File: src/rtl/dma_timing_fsm_multi.sv
// dma_timing_fsm_multi: multi-channel DMA transfer timing controller (arbitration, hold handshake, bus strobes)
module dma_timing_fsm_multi #(
    parameter int NUM_CH = 4
) (
    input  logic                  CLK,
    input  logic                  RESET,
    input  logic [NUM_CH-1:0]     DREQ,
    input  logic [NUM_CH-1:0]     ch_mask,
    input  logic [2*NUM_CH-1:0]   xfer_type,
    input  logic [2*NUM_CH-1:0]   xfer_mode,
    input  logic                  cmd_disable,
    input  logic                  cmd_compress,
    input  logic                  cmd_ext_wr,
    input  logic                  cmd_rot_prio,
    input  logic                  cmd_dreq_low,
    input  logic                  cmd_dack_hi,
    input  logic                  HLDA,
    input  logic                  READY,
    input  logic                  EOP_N_IN,
    input  logic                  tc_i,
    input  logic                  hi_addr_chg,
    output logic                  HRQ,
    output logic                  AEN,
    output logic                  ADSTB,
    output logic [NUM_CH-1:0]     DACK,
    output logic                  MEMR_N,
    output logic                  MEMW_N,
    output logic                  IOR_N,
    output logic                  IOW_N,
    output logic                  EOP_N_OUT,
    output logic [NUM_CH-1:0]     ch_sel,
    output logic                  dp_step,
    output logic [NUM_CH-1:0]     tc_set
);
    localparam int CH_W = $clog2(NUM_CH);

    typedef enum logic [2:0] {SI, S0, S1, S2, S3, SW, S4} stateT;

    stateT             state, nextState;
    logic [NUM_CH-1:0] chSel, winner, vreq, dackAct;
    logic [CH_W-1:0]   rotPtr, actIdx;
    logic [1:0]        actType, actMode;
    logic              eopLatch, rdStb, wrStb, done, stop, abort;
    int                pos;

    assign vreq    = (DREQ ^ {NUM_CH{cmd_dreq_low}}) & ~ch_mask & {NUM_CH{~cmd_disable}};
    assign actType = xfer_type[{actIdx, 1'b0} +: 2];
    assign actMode = xfer_mode[{actIdx, 1'b0} +: 2];
    assign HRQ     = state != SI;
    assign ch_sel  = chSel;
    assign abort   = !HLDA && state inside {S1, S2, S3, SW, S4};
    assign stop    = tc_i || eopLatch || actMode[0] || (actMode == 2'b00 && !(|(vreq & chSel)));
    assign MEMR_N  = !(rdStb && actType == 2'b10);
    assign IOR_N   = !(rdStb && actType == 2'b01);
    assign IOW_N   = !(wrStb && actType == 2'b10);
    assign MEMW_N  = !(wrStb && actType == 2'b01);
    assign DACK    = cmd_dack_hi ? dackAct : ~dackAct;

    // Priority search from lowest to highest priority so the highest-priority requester is written last
    always_comb begin
        winner = '0;
        pos = 0;
        for (int i = NUM_CH - 1; i >= 0; i--) begin
            pos = cmd_rot_prio ? (int'(rotPtr) + 1 + i) % NUM_CH : i;
            if (vreq[pos[CH_W-1:0]]) begin
                winner = '0;
                winner[pos[CH_W-1:0]] = 1'b1;
            end
        end
    end

    // Binary index of the channel being served, used to pick its mode and type fields
    always_comb begin
        actIdx = '0;
        for (int i = 0; i < NUM_CH; i++)
            if (chSel[i]) actIdx = CH_W'(i);
    end

    // Next-state and bus outputs; a dropped HLDA overrides everything and releases the bus
    always_comb begin
        nextState = state;
        AEN       = 1'b0;
        ADSTB     = 1'b0;
        dackAct   = '0;
        rdStb     = 1'b0;
        wrStb     = 1'b0;
        dp_step   = 1'b0;
        tc_set    = '0;
        EOP_N_OUT = 1'b1;
        done      = 1'b0;
        case (state)
            SI: nextState = |vreq ? S0 : SI;
            S0: nextState = !(|vreq) ? SI : HLDA ? S1 : S0;
            S1: begin
                AEN       = 1'b1;
                ADSTB     = 1'b1;
                nextState = S2;
            end
            S2: begin
                AEN       = 1'b1;
                dackAct   = chSel;
                rdStb     = 1'b1;
                wrStb     = cmd_ext_wr;
                nextState = S3;
            end
            S3, SW: begin
                AEN       = 1'b1;
                dackAct   = chSel;
                rdStb     = 1'b1;
                wrStb     = 1'b1;
                nextState = READY ? S4 : SW;
            end
            S4: begin
                AEN       = 1'b1;
                dackAct   = chSel;
                dp_step   = 1'b1;
                EOP_N_OUT = !tc_i;
                tc_set    = tc_i ? chSel : '0;
                done      = stop;
                nextState = stop ? SI : hi_addr_chg ? S1 : cmd_compress ? S3 : S2;
            end
            default: nextState = SI;
        endcase
        if (abort) begin
            nextState = SI;
            AEN       = 1'b0;
            ADSTB     = 1'b0;
            dackAct   = '0;
            rdStb     = 1'b0;
            wrStb     = 1'b0;
            dp_step   = 1'b0;
            tc_set    = '0;
            EOP_N_OUT = 1'b1;
            done      = 1'b0;
        end
    end

    // State, served channel, rotation pointer and external-EOP latch
    always_ff @(posedge CLK or posedge RESET) begin
        if (RESET) begin
            state    <= SI;
            chSel    <= '0;
            rotPtr   <= CH_W'(NUM_CH - 1);
            eopLatch <= 1'b0;
        end else begin
            state    <= nextState;
            chSel    <= nextState == SI ? '0 : (state == S0 && nextState == S1) ? winner : chSel;
            rotPtr   <= done ? actIdx : rotPtr;
            eopLatch <= state == SI ? 1'b0 : (state inside {S2, S3, SW} && !EOP_N_IN) ? 1'b1 : eopLatch;
        end
    end
endmodule

File: config.mk
export PLATFORM = sky130hd
export DESIGN_NAME = dma_timing_fsm_multi
export DESIGN_NICKNAME = d
export VERILOG_FILES = /design/src/rtl/dma_timing_fsm_multi.sv
export SDC_FILE = /design/constraint.sdc
export NUM_CORES = 1
export LEC_CHECK = 0
export CAP_MARGIN = 20
export CORE_UTILIZATION = 35
export CTS_CLUSTER_DIAMETER = 40
export CTS_CLUSTER_SIZE = 24
export DETAILED_ROUTE_END_ITERATION = 6
export PLACE_DENSITY_LB_ADDON = 0.1
export REMOVE_ABC_BUFFERS = 1
export SLEW_MARGIN = 10
export SYNTH_ARGS = -nofsm -noshare
export SYNTH_HDL_FRONTEND = slang
export SYNTH_SLANG_ARGS = --single-unit
File: constraint.sdc
create_clock -name CLK -period 5.55 [get_ports CLK]
set_clock_uncertainty 0.05 [all_clocks]
set_input_delay 1.11 -clock CLK [delete_from_list [all_inputs] [get_ports CLK]]
set_output_delay 1.11 -clock CLK [all_outputs]
set_load 0.03 [all_outputs]
==> run metrics <==
leakage power 0.732 nW; Syn Std Cell Area 1300 µm²; grt ovf 0; DR WL met2 between 1500 and 2000 µm; WHS Path Cells 2; area growth from synthesis to layout 47.9%; CTS root buf clkbuf_8; Pre-antenna DRT Iters 4; setup slack, reg-to-reg 3220 ps; YS warnings 0; die width 62.9 µm; outcome finished clean; CP required 4390 ps; unrepaired setup endpoints after global routing false; Yosys cell types just over 50; dpl cells 261; sequential area share after synthesis 0.195; Max-Cap Viols 0; hold path startpoint rotPtr[0]; Clock Sink Count 10; # nets final 257; first-pass GRT wire length between 6000 and 7000 µm; met3 wire len 275 µm; peak supply drop 224 µV; top_reg_cell synth dfrtp_1; Post-Synthesis Cells 168; Critical-path top delay cell clkdlybuf4s50_1; fmax 0.233 GHz; vias between 1000 and 1500; initial DRC count 52; worst hold endpoint rotPtr[0]; most common cell after layout, fill and taps aside clkdlybuf4s50_1; WL final between 3000 and 4000 µm; worst r2r src ch_sel[1]; critical path capture point type output pin; Slew @ Worst Pin 522 ps; layout cell share with drive strength beyond 1 0.124; Worst path max stage delay 590 ps; detailed-route DRC error count 0; largest net degree at the start of global routing 16; initial core utilization 0.377; Via-to-Cell Ratio 5.47; crit path cell chain clkdlybuf4s50_1, mux2_2, nand2_1, a21oi_1, a21oi_1, or3_1, o21bai_1, clkdlybuf4s50_1; setup violators final 0; overall global routing resource usage 0.194; Mean Syn Cell Area 7.72 µm²; CP startpoint kind input port; Hold Fails Final Rpt 0; core area 3440 µm²; vias in the first global route 1303; CTS tree built; detailed placement HPWL 2990 µm; # hold bufs at CTS 0; clk_lat worst skew about 230 ps; clock buffer count from CTS 3; reg2reg end ch_sel[3]; Post-synth EDFFs 0; die span in y approximately 63 µm; Register-to-Register Path Depth 6; WL/cell about 14 µm; Final period util 0.773; Critical Path AT 3130 ps; top layer in use met4; antenna viol nets, final 0; min Tclk post-route 4290 ps; Rows 21; PortBufs 57; clk slew on worst S/H paths 40 ps; number of post-CTS setup repair buffers 0; routed length on met1 1760 µm; worst-path maximum fanout 2; Pwr per Cell Area 223 nW/µm²; Resize count post-CTS 0; crit path kind in -> out; Bufs on Longest Clock Path 2; commonest non-fill, non-tap cells in the layout clkdlybuf4s50_1 (57), nand2_1 (19), nor2_1 (14); I/O pins 58; Hold WC Path Type reg -> reg; Buf+Inv Stages, Crit Path 2; Async SR Flop Fraction 1.00; Slew headroom 0.651; Worst path top cell family by delay buffers and inverters; initial antenna violation count 0; Placer Congestion 0.955; Die ar. 3950 µm²; ANT cells 0; Final Slew Violations 0; non-filler instance count after layout 264; Synth Register Bits 10; H-tree depth 1; Setup TNS Final 0 ps
[power by group]
part	switching, mW	leakage (nW)	internal [mW]
Combinational	0.119	0.581	0.111
Sequential	0.0380	0.129	0.0885
Clock	0.0237	0.0216	0.0471
Total	0.181	0.732	0.247
[routing by layer]
layer	GRT usage	up-vias
met5	0	-
li1	-	709
met1	0.261	651
met3	0.0310	2
met4	0.0262	0
met2	0.331	81
[area by class of cell]
cell class | count | area, µm²
inverter | 7 | 26.3
sequential | 10 | 253
tap | 46 | 57.6
timing repair buffer | 57 | 571
fill | 325 | 1520
clock buffer | 3 | 41.3
multi-input combinational | 141 | 971
[synthesized netlist by cell type (2+ instances only)]
library cell | count | area share
o21bai_1 | 2 | 0.012
nor3_1 | 7 | 0.027
a21oi_1 | 8 | 0.031
dfstp_2 | 2 | 0.041
buf_2 | 2 | 0.0077
or3_1 | 3 | 0.014
mux2_2 | 3 | 0.026
a31oi_1 | 2 | 0.0096
nor4_1 | 2 | 0.0096
a22o_1 | 3 | 0.020
o211ai_1 | 2 | 0.012
dfrtp_1 | 8 | 0.15
xnor2_2 | 2 | 0.025
o21ai_0 | 7 | 0.027
inv_1 | 7 | 0.020
mux2i_1 | 5 | 0.039
and3_1 | 5 | 0.024
nand2b_1 | 2 | 0.0096
clkbuf_1 | 7 | 0.020
nand2_1 | 19 | 0.055
nor2b_1 | 5 | 0.024
or2_2 | 8 | 0.039
and2_1 | 3 | 0.014
xor2_1 | 5 | 0.034
nand3_1 | 2 | 0.0077
o22ai_1 | 3 | 0.014
nor2_1 | 14 | 0.041
nor3b_1 | 5 | 0.029
xnor2_4 | 2 | 0.042
a21o_2 | 2 | 0.014
[worst register-to-register path: stages, from the launching register on]
cell and delay (ps):
dfrtp_1 580, mux2i_1 240, o211ai_1 100, a2111o_1 460, a31oi_1 300, o221ai_2 210
a22o_1 270
[cell families after synthesis]
| logic type | count (synthesis) | share of synthesized area |
|---|---|---|
| compound gates | 44 | 0.257 |
| xor+xnor | 9 | 0.101 |
| buf+inv | 17 | 0.0569 |
| flops | 10 | 0.195 |
| mux | 8 | 0.0646 |
| simple gates | 80 | 0.325 |
[sequential cells by signal, summed over array words and instances (netlist names)]
signal    count
ch_sel        4
eopLatch      1
rotPtr        2
state         3
[through the flow]
step | cell area, µm² | power [mW] | worst slack [ps] | hold slack [ps] | util
2_1_floorplan | 1250 | 0.264 | 2040 | 469 | -
3_3_place_gp | 1880 | 0.350 | 1280 | 538 | 0.546
3_5_place_dp | 1880 | 0.357 | 1240 | 541 | 0.546
4_1_cts | 1920 | 0.428 | 1230 | 547 | 0.558
5_1_grt | 1920 | 0.459 | 1130 | 599 | 0.558
6_report | 1920 | 0.428 | 1260 | 549 | 0.558
[worst max path at each step]
| stage | startpoint | to | depth (start not counted) |
|---|---|---|---|
| floorplan | xfer_type[2] | MEMW_N | 6 |
| global placement | xfer_type[0] | MEMW_N | 8 |
| detailed placement | xfer_type[0] | MEMW_N | 8 |
| CTS | xfer_type[0] | MEMW_N | 8 |
| global route | HLDA | DACK[0] | 6 |
| finish | xfer_type[0] | MEMW_N | 8 |
No activity file was read; power rests on OpenSTA's default activity.
